`src/rtl/rect_painter_if.sv`:
```
// ============================================================================
// Module   : rect_painter_if
// Function : Pixel stream, rectangle bounds and drawn-pixel result bundle.
// Revision : 1.0
// ============================================================================
`default_nettype none

interface rect_painter_if #(
  parameter int COLOR_W = 8
);
  logic               frame_start;
  logic               de;
  logic [10:0]        x;
  logic [10:0]        y;
  logic [10:0]        start_h;
  logic [10:0]        end_h;
  logic [10:0]        start_w;
  logic [10:0]        end_w;
  logic [COLOR_W-1:0] color;
  logic               pix_on;
  logic [COLOR_W-1:0] pix_color;
  logic               out_de;
  logic [18:0]        last_count;

  modport master (
    output frame_start, de, x, y, start_h, end_h, start_w, end_w, color,
    input  pix_on, pix_color, out_de, last_count
  );

  modport slave (
    input  frame_start, de, x, y, start_h, end_h, start_w, end_w, color,
    output pix_on, pix_color, out_de, last_count
  );
endinterface

`default_nettype wire

```
`src/rtl/rect_painter.sv`:
```
// ============================================================================
// Module   : rect_painter
// Function : Two-stage raster rectangle overlay with per-frame pixel count.
//            RECT_PAINTER_BORDER_EN draws only the 1-pixel outline.
// Revision : 1.0
// ============================================================================
`default_nettype none

module rect_painter #(
  parameter int WIDTH   = 639,
  parameter int HEIGHT  = 479,
  parameter int COLOR_W = 8
) (
  input  logic          clk,
  input  logic          rst_n,
  rect_painter_if.slave bus
);

  localparam logic [10:0] c_X_MAX   = 11'(WIDTH);
  localparam logic [10:0] c_Y_MAX   = 11'(HEIGHT);
  localparam logic [18:0] c_CNT_MAX = '1;

  typedef enum logic [0:0] {
    WAIT_FRAME = 1'b0,
    ACTIVE     = 1'b1
  } state_t;

  state_t r_state;
  state_t w_state_nxt;

  logic [10:0]        r_sh_start_h;
  logic [10:0]        r_sh_end_h;
  logic [10:0]        r_sh_start_w;
  logic [10:0]        r_sh_end_w;
  logic [COLOR_W-1:0] r_sh_color;

  logic               r_s1_de;
  logic               r_s1_act;
  logic               r_s1_ge_h;
  logic               r_s1_le_h;
  logic               r_s1_ge_w;
  logic               r_s1_le_w;
  logic               r_s1_edge;
  logic [COLOR_W-1:0] r_s1_color;

  logic               r_pix_on;
  logic [COLOR_W-1:0] r_pix_color;
  logic               r_out_de;
  logic [18:0]        r_cnt;
  logic [18:0]        r_last_count;

  logic               w_in_range;
  logic               w_edge;
  logic               w_hit;
  logic [18:0]        w_cnt_inc;

  always_ff @(posedge clk) begin
    if (!rst_n) r_state <= WAIT_FRAME;
    else        r_state <= w_state_nxt;
  end

  always_comb begin
    w_state_nxt = r_state;
    case (r_state)
      WAIT_FRAME: if (bus.frame_start) w_state_nxt = ACTIVE;
      ACTIVE:     w_state_nxt = ACTIVE;
      default:    w_state_nxt = WAIT_FRAME;
    endcase
  end

  // Shadows only move on frame_start, so the pixel in that same cycle still
  // compares against the previous frame's bounds.
  always_ff @(posedge clk) begin
    if (!rst_n) begin
      r_sh_start_h <= '0;
      r_sh_end_h   <= '0;
      r_sh_start_w <= '0;
      r_sh_end_w   <= '0;
      r_sh_color   <= '0;
    end else if (bus.frame_start) begin
      r_sh_start_h <= bus.start_h;
      r_sh_end_h   <= bus.end_h;
      r_sh_start_w <= bus.start_w;
      r_sh_end_w   <= bus.end_w;
      r_sh_color   <= bus.color;
    end
  end

  assign w_in_range = (bus.x <= c_X_MAX) && (bus.y <= c_Y_MAX);

`ifdef RECT_PAINTER_BORDER_EN
  assign w_edge = (bus.y == r_sh_start_h) || (bus.y == r_sh_end_h) ||
                  (bus.x == r_sh_start_w) || (bus.x == r_sh_end_w);
`else
  assign w_edge = 1'b1;
`endif

  always_ff @(posedge clk) begin
    if (!rst_n) begin
      r_s1_de    <= 1'b0;
      r_s1_act   <= 1'b0;
      r_s1_ge_h  <= 1'b0;
      r_s1_le_h  <= 1'b0;
      r_s1_ge_w  <= 1'b0;
      r_s1_le_w  <= 1'b0;
      r_s1_edge  <= 1'b0;
      r_s1_color <= '0;
    end else begin
      r_s1_de    <= bus.de;
      r_s1_act   <= (r_state == ACTIVE) && w_in_range;
      r_s1_ge_h  <= bus.y >= r_sh_start_h;
      r_s1_le_h  <= bus.y <= r_sh_end_h;
      r_s1_ge_w  <= bus.x >= r_sh_start_w;
      r_s1_le_w  <= bus.x <= r_sh_end_w;
      r_s1_edge  <= w_edge;
      r_s1_color <= r_sh_color;
    end
  end

  assign w_hit = r_s1_de & r_s1_act & r_s1_ge_h & r_s1_le_h &
                 r_s1_ge_w & r_s1_le_w & r_s1_edge;

  always_ff @(posedge clk) begin
    if (!rst_n) begin
      r_pix_on    <= 1'b0;
      r_pix_color <= '0;
      r_out_de    <= 1'b0;
    end else begin
      r_pix_on    <= w_hit;
      r_pix_color <= w_hit ? r_s1_color : '0;
      r_out_de    <= r_s1_de;
    end
  end

  // The count snapshot includes the pixel leaving stage 2 on the frame_start edge.
  assign w_cnt_inc = (r_cnt == c_CNT_MAX) ? r_cnt : r_cnt + 19'(r_pix_on);

  always_ff @(posedge clk) begin
    if (!rst_n) begin
      r_cnt        <= '0;
      r_last_count <= '0;
    end else if (bus.frame_start) begin
      r_cnt <= '0;
      if (r_state == ACTIVE) r_last_count <= w_cnt_inc;
    end else begin
      r_cnt <= w_cnt_inc;
    end
  end

  assign bus.pix_on     = r_pix_on;
  assign bus.pix_color  = r_pix_color;
  assign bus.out_de     = r_out_de;
  assign bus.last_count = r_last_count;

endmodule

`default_nettype wire
```
`src/flat_wrapper.sv`:
```
// flat-port wrapper written by rule: the top's interface ports become plain ports
module rect_painter_flat 
#(
  parameter int WIDTH   = 639,
  parameter int HEIGHT  = 479,
  parameter int COLOR_W = 8
)
  (clk, rst_n, bus_frame_start, bus_de, bus_x, bus_y, bus_start_h, bus_end_h, bus_start_w, bus_end_w, bus_color, bus_pix_on, bus_pix_color, bus_out_de, bus_last_count);
  rect_painter_if #(.COLOR_W(COLOR_W)) bus_i ();
  input  logic clk;
  input  logic rst_n;
  input wire logic [$bits(bus_i.frame_start)-1:0] bus_frame_start;
  input wire logic [$bits(bus_i.de)-1:0] bus_de;
  input wire logic [$bits(bus_i.x)-1:0] bus_x;
  input wire logic [$bits(bus_i.y)-1:0] bus_y;
  input wire logic [$bits(bus_i.start_h)-1:0] bus_start_h;
  input wire logic [$bits(bus_i.end_h)-1:0] bus_end_h;
  input wire logic [$bits(bus_i.start_w)-1:0] bus_start_w;
  input wire logic [$bits(bus_i.end_w)-1:0] bus_end_w;
  input wire logic [$bits(bus_i.color)-1:0] bus_color;
  output wire logic [$bits(bus_i.pix_on)-1:0] bus_pix_on;
  output wire logic [$bits(bus_i.pix_color)-1:0] bus_pix_color;
  output wire logic [$bits(bus_i.out_de)-1:0] bus_out_de;
  output wire logic [$bits(bus_i.last_count)-1:0] bus_last_count;
  assign bus_i.frame_start = bus_frame_start;
  assign bus_i.de = bus_de;
  assign bus_i.x = bus_x;
  assign bus_i.y = bus_y;
  assign bus_i.start_h = bus_start_h;
  assign bus_i.end_h = bus_end_h;
  assign bus_i.start_w = bus_start_w;
  assign bus_i.end_w = bus_end_w;
  assign bus_i.color = bus_color;
  assign bus_pix_on = bus_i.pix_on;
  assign bus_pix_color = bus_i.pix_color;
  assign bus_out_de = bus_i.out_de;
  assign bus_last_count = bus_i.last_count;
  rect_painter #(.WIDTH(WIDTH), .HEIGHT(HEIGHT), .COLOR_W(COLOR_W)) u_core (.clk(clk), .rst_n(rst_n), .bus(bus_i));
endmodule
```
`config.mk`:
```
export PLATFORM = sky130hd
export DESIGN_NAME = rect_painter_flat
export DESIGN_NICKNAME = d
export VERILOG_FILES = /design/src/rtl/rect_painter_if.sv /design/src/rtl/rect_painter.sv /design/src/flat_wrapper.sv
export SDC_FILE = /design/constraint.sdc
export NUM_CORES = 1
export LEC_CHECK = 0
export ABC_AREA = 1
export BUFFER_PORTS_ARGS = -buffer_cell sky130_fd_sc_hd__buf_2
export CAP_MARGIN = 15
export CORE_UTILIZATION = 59
export DETAILED_ROUTE_END_ITERATION = 10
export PLACE_DENSITY = 0.94
export REMOVE_ABC_BUFFERS = 1
export SLEW_MARGIN = 20
export SYNTH_ARGS = -nofsm -noshare
export SYNTH_HDL_FRONTEND = slang
export SYNTH_SLANG_ARGS = --single-unit
```
`constraint.sdc`:
```
create_clock -name clk -period 3.77 [get_ports clk]
set_input_delay 1.131 -clock clk [delete_from_list [all_inputs] [get_ports clk]]
set_output_delay 1.131 -clock clk [all_outputs]
set_load 0.02 [all_outputs]
```
After elaboration in Yosys (flattened, before gate mapping)
Index checks and enable logic that the tools add are counted.
Cells by class
  $lt $le $gt $ge: 6
  bitwise logic cells: 8
  add/subtract/negate cells: 1
  equality and inequality tests: 1
  reduce and logical (&&, ||, !) cells: 5
  muxes and demuxes: 4
Operators by type and width (number)
  $ge A11 B11 Y1: 2
  $le A11 B11 Y1: 2
  $add A19 B1 Y19: 1
  $eq A19 B19 Y1 const B: 1
  $mux W19: 1
  $le A11 B10 Y1 const B: 1
  $le A11 B9 Y1 const B: 1
  $and A1 B1 Y1: 6
  $reduce_and A2 Y1: 2
  $logic_and A1 B1 Y1: 2
  $mux W1: 2
  $not A1 Y1: 2
  $pmux W1 S2: 1
  $reduce_or A2 Y1: 1
Word-level totals
  output and inout bits: 29
  bits in registers: 116
  input bits: 78
  word-level logic and storage cells: 44

Logic depth before layout (Yosys ltp)
  depth after elaboration: 7
  depth in mapped cells: 11
  mapped depth without buffers: 11

Worst setup path before layout
No wires, ideal clock.
  path type: input port to flip-flop
  start point: input rst_n
  end point: register u_core.r_cnt[8]
  arrival time: 1.889 ns
  library setup time: 0.128 ns
  data required time: 3.642 ns
  slack: 1.754 ns
  buffers on the path: 2
  stages on the path: 6
  cell sequence: buf_2 -> inv_2 -> nor2_4 -> inv_2 -> clkbuf_1 -> nor2_1
Between the ends
  cells in the longest elaborated chain, start to end: 2
RTL lines
  start: declaration: RTL line flat_wrapper.sv:11  | input logic rst_n;
  $not A1 Y1 (no source line)
  $reduce_or A2 Y1 (no source line)
  end signal: assignment: RTL line rect_painter.sv:146  | r_cnt <= w_cnt_inc;
  end: declaration: RTL line rect_painter.sv:49  | logic [18:0] r_cnt;
No other way between the ends.
A chain may end at the register's enable or synchronous reset.

==> flow_summary.json <==
{
  "run_status": "finished, violations left",
  "violations": "design-rule violations",
  "power_switching_mw": 0.826,
  "slew_violations": 0,
  "yosys.area_share.simple": 0.260,
  "clock-sinks": 116,
  "ys_seq_area_frac": 0.430,
  "reg2reg_slack_ns": 1.85,
  "ctsLongestPathBuffers": 2,
  "p_leak_nw": 3.20,
  "rsz0062_at_grt": "no",
  "final_layout_size_suffix_gt1_frac": 0.198,
  "slowest_delay_ns": 0.65,
  "gp_congestion": 0.894,
  "core_region_area_um2": 8810,
  "tns_ns": 0,
  "irDropWorstVdd_mv": 0.339,
  "synth_top_area_frac": 0.430,
  "clockPowerShare": 0.507,
  "crit_chain": "buf_2, inv_2, nor2_4, inv_2, o21ai_0",
  "regArea_um2": 2320,
  "wl_per_cell_um": 14.1,
  "synth_top_family_by_area": "simple AND/OR/NAND/NOR gates",
  "drtPass1Iterations": 9,
  "critPathKind": "in -> reg",
  "vias_per_cell": 5.43,
  "antenna_left": 0,
  "cts_resized": 0,
  "grt_pass1_vias": 4770,
  "rows": 34,
  "ys_warn_count": 0,
  "root_buffer": "clkbuf_8",
  "crit_path_end_kind": "register",
  "pwr-share-comb": 0.099,
  "whs_path_depth": 2,
  "max-cap-violations": 0,
  "fmax_ghz": 0.445,
  "seqPwrFrac": 0.394,
  "antenna_found_initial": 0,
  "io_pins": 107,
  "utilization": 0.746,
  "ys_top_cells_by_area": "dfxtp_1 43%, ha_1 11%, nand3_1 7.7%",
  "chipWidth_um": 97.7,
  "die_h_um": 97.7,
  "htree_levels": 4,
  "fin_nets": 934,
  "min_period_ns": 2.25,
  "crit_required_ns": 4.13,
  "cts_made_buffers": 17,
  "arrival_ns": 2.61,
  "drcViolationCount": 8,
  "track_usage": 0.290,
  "crit_slowest_cell": "inv_2",
  "numPortBuffers": 106,
  "design.die.area_um2": 9540,
  "synth.distinct_cells": 30,
  "synthMostInstantiatedCell": "dfxtp_1",
  "multi_input_area_um2": 2540,
  "p_per_area_nw_per_um2": 504,
  "fin_crit_sh": 0.596,
  "min_to": "u_core.bus.pix_color[7]",
  "report.final.hold_viol_count": 0,
  "synth_edf_count": 0,
  "slew_headroom": 0.447,
  "insertedDiodeCount": 0,
  "synthFlopType": "dfxtp_1",
  "drt-total-wl_um": 13100,
  "synth_commonest_cells": "116 x dfxtp_1, 110 x nand2_1, 103 x inv_1",
  "finalSetupViolCount": 0,
  "grt_pass1_wl_um": 21900,
  "num_vias": 5056,
  "swShare": 0.249,
  "syn_inst": 710,
  "tightest_slew_ns": 0.828,
  "syn_area_per_cell_um2": 7.61,
  "cts_setup_buffers": 0,
  "crit_top_cell": "inv_2",
  "path_clk_slew_ns": 0.06,
  "start_util": 0.614,
  "hp-class": "reg -> reg",
  "finClkSkew_ns": 0.00926,
  "synthMuxAreaShare": 0,
  "dp_hpwl_um": 8200,
  "hold_buffers": 0,
  "worstSkewPairLatency_ns": 0.53,
  "cts_tree": "done",
  "synthToLayoutAreaGrowth_pct": 21.7,
  "worstPathMaxFanout": 53,
  "syn_area_um2": 5400,
  "start_kind": "input pin",
  "grt-ovfl-total": 0,
  "rr_worst_depth": 9,
  "drtIter0Drc": 357,
  "power.internal_mw": 2.49,
  "reg2reg_from": "u_core.bus.pix_on",
  "synthAdderAreaFrac": 0.107,
  "synthXorXnorAreaFrac": 0.0113,
  "grt_max_degree": 72,
  "yosys.area.top_type": "dfxtp_1",
  "hp-start": "u_core.r_s1_color[7]",
  "reg2reg_to": "u_core.bus.last_count[16]",
  "ys_async_sr_fraction": 0,
  "num-fill-cells": 602,
  "synth-compound-area-share": 0.0926,
  "ys_ff_latch": 116
}
-- through the flow --
| stage | std cells | setup slack (ns) | instance area (µm²) | total power [mW] | hold WS (ns) |
|---|---|---|---|---|---|
| finish | 931 | 1.52 | 6570 | 3.31 | 0.405 |
| global route | 931 | 1.38 | 6570 | 3.44 | 0.418 |
| detailed placement | 899 | 1.09 | 5950 | 1.64 | 0.397 |
| global placement | 899 | 1.16 | 5950 | 1.63 | 0.396 |
| floorplan | 683 | 1.69 | 5270 | 1.51 | 0.394 |
| CTS | 931 | 1.55 | 6570 | 3.30 | 0.404 |
-- power by group through the flow --
stage	clock [mW]	sequential, mW	combinational, mW
2_1_floorplan	0	1.34	0.168
3_5_place_dp	0	1.33	0.310
3_3_place_gp	0	1.33	0.298
5_1_grt	1.76	1.31	0.370
4_1_cts	1.68	1.30	0.324
6_report	1.68	1.31	0.327
-- registers in the layout, indices dropped and copies added (netlist names) --
register,flops
u_core.bus.pix_on,1
u_core.r_s1_color,8
u_core.r_s1_le_w,1
u_core.r_s1_edge,1
u_core.r_state,1
u_core.r_s1_ge_w,1
u_core.bus.last_count,19
u_core.r_sh_end_w,11
u_core.r_s1_act,1
u_core.r_sh_end_h,11
u_core.bus.out_de,1
u_core.r_sh_color,8
u_core.r_s1_ge_h,1
u_core.r_s1_de,1
u_core.r_cnt,19
u_core.r_sh_start_h,11
u_core.r_s1_le_h,1
u_core.r_sh_start_w,11
u_core.bus.pix_color,8
-- placed cells by master (no fill, tap or decap), types with 5 or more instances in the layout --
master     synthesis  final
clkbuf_16          0     16
nand3_2            6      6
nand4_1           13     13
a21oi_1           30     30
inv_1            103    103
o21ai_1           12     12
o21ai_0           47     47
ha_1              46     46
nand2_2            5      5
nand3_1           83     83
inv_2              6      6
nand2_1          110    110
dfxtp_1          116    116
nor2_1            78     78
buf_2              8    106
xnor2_1            6      6
-- kinds of logic (layout without fill, tap and decap cells) --
kind of cell    count (synthesis)  count (layout)
simple gates                  308             308
flops                         116             116
compound gates                 97              97
fa+ha+maj                      46              46
xor+xnor                        7               7
buf+inv                       136             249
-- per-layer routing --
layer,share of wire,global-route usage,vias to the layer above
met5,0,0,-
met4,0.030,0.131,0
met3,0.068,0.0755,41
met2,0.50,0.499,233
met1,0.41,0.338,2279
li1,-,-,2503
-- how the worst max path moves through the flow --
stage | startpoint | endpoint | slack (ns) | depth (start not counted)
floorplan | rst_n | u_core.r_sh_end_h[10] | 1.69 | 4
global placement | rst_n | u_core.r_sh_end_w[3] | 1.16 | 5
detailed placement | rst_n | u_core.r_sh_start_h[5] | 1.09 | 5
CTS | u_core.bus.pix_on | bus_pix_on | 1.55 | 1
global route | rst_n | u_core.r_sh_start_h[9] | 1.38 | 5
finish | rst_n | u_core.r_sh_end_h[2] | 1.52 | 5
-- critical path, delay by kind of cell --
| family | cells | cell delay [ns] |
|---|---|---|
| compound gates | 1 | 0.21 |
| buf+inv | 3 | 1.07 |
| simple gates | 1 | 0.18 |
-- area by class of cell --
class                           count  area share
Multi-Input combinational cell    458       0.387
Clock buffer                       17      0.0630
Clock inverter                     15      0.0312
Tap cell                          108      0.0206
Inverter                          109      0.0623
Timing Repair Buffer              108      0.0830
Sequential cell                   116       0.353
Note: power is estimated with default switching activity, not from simulation.
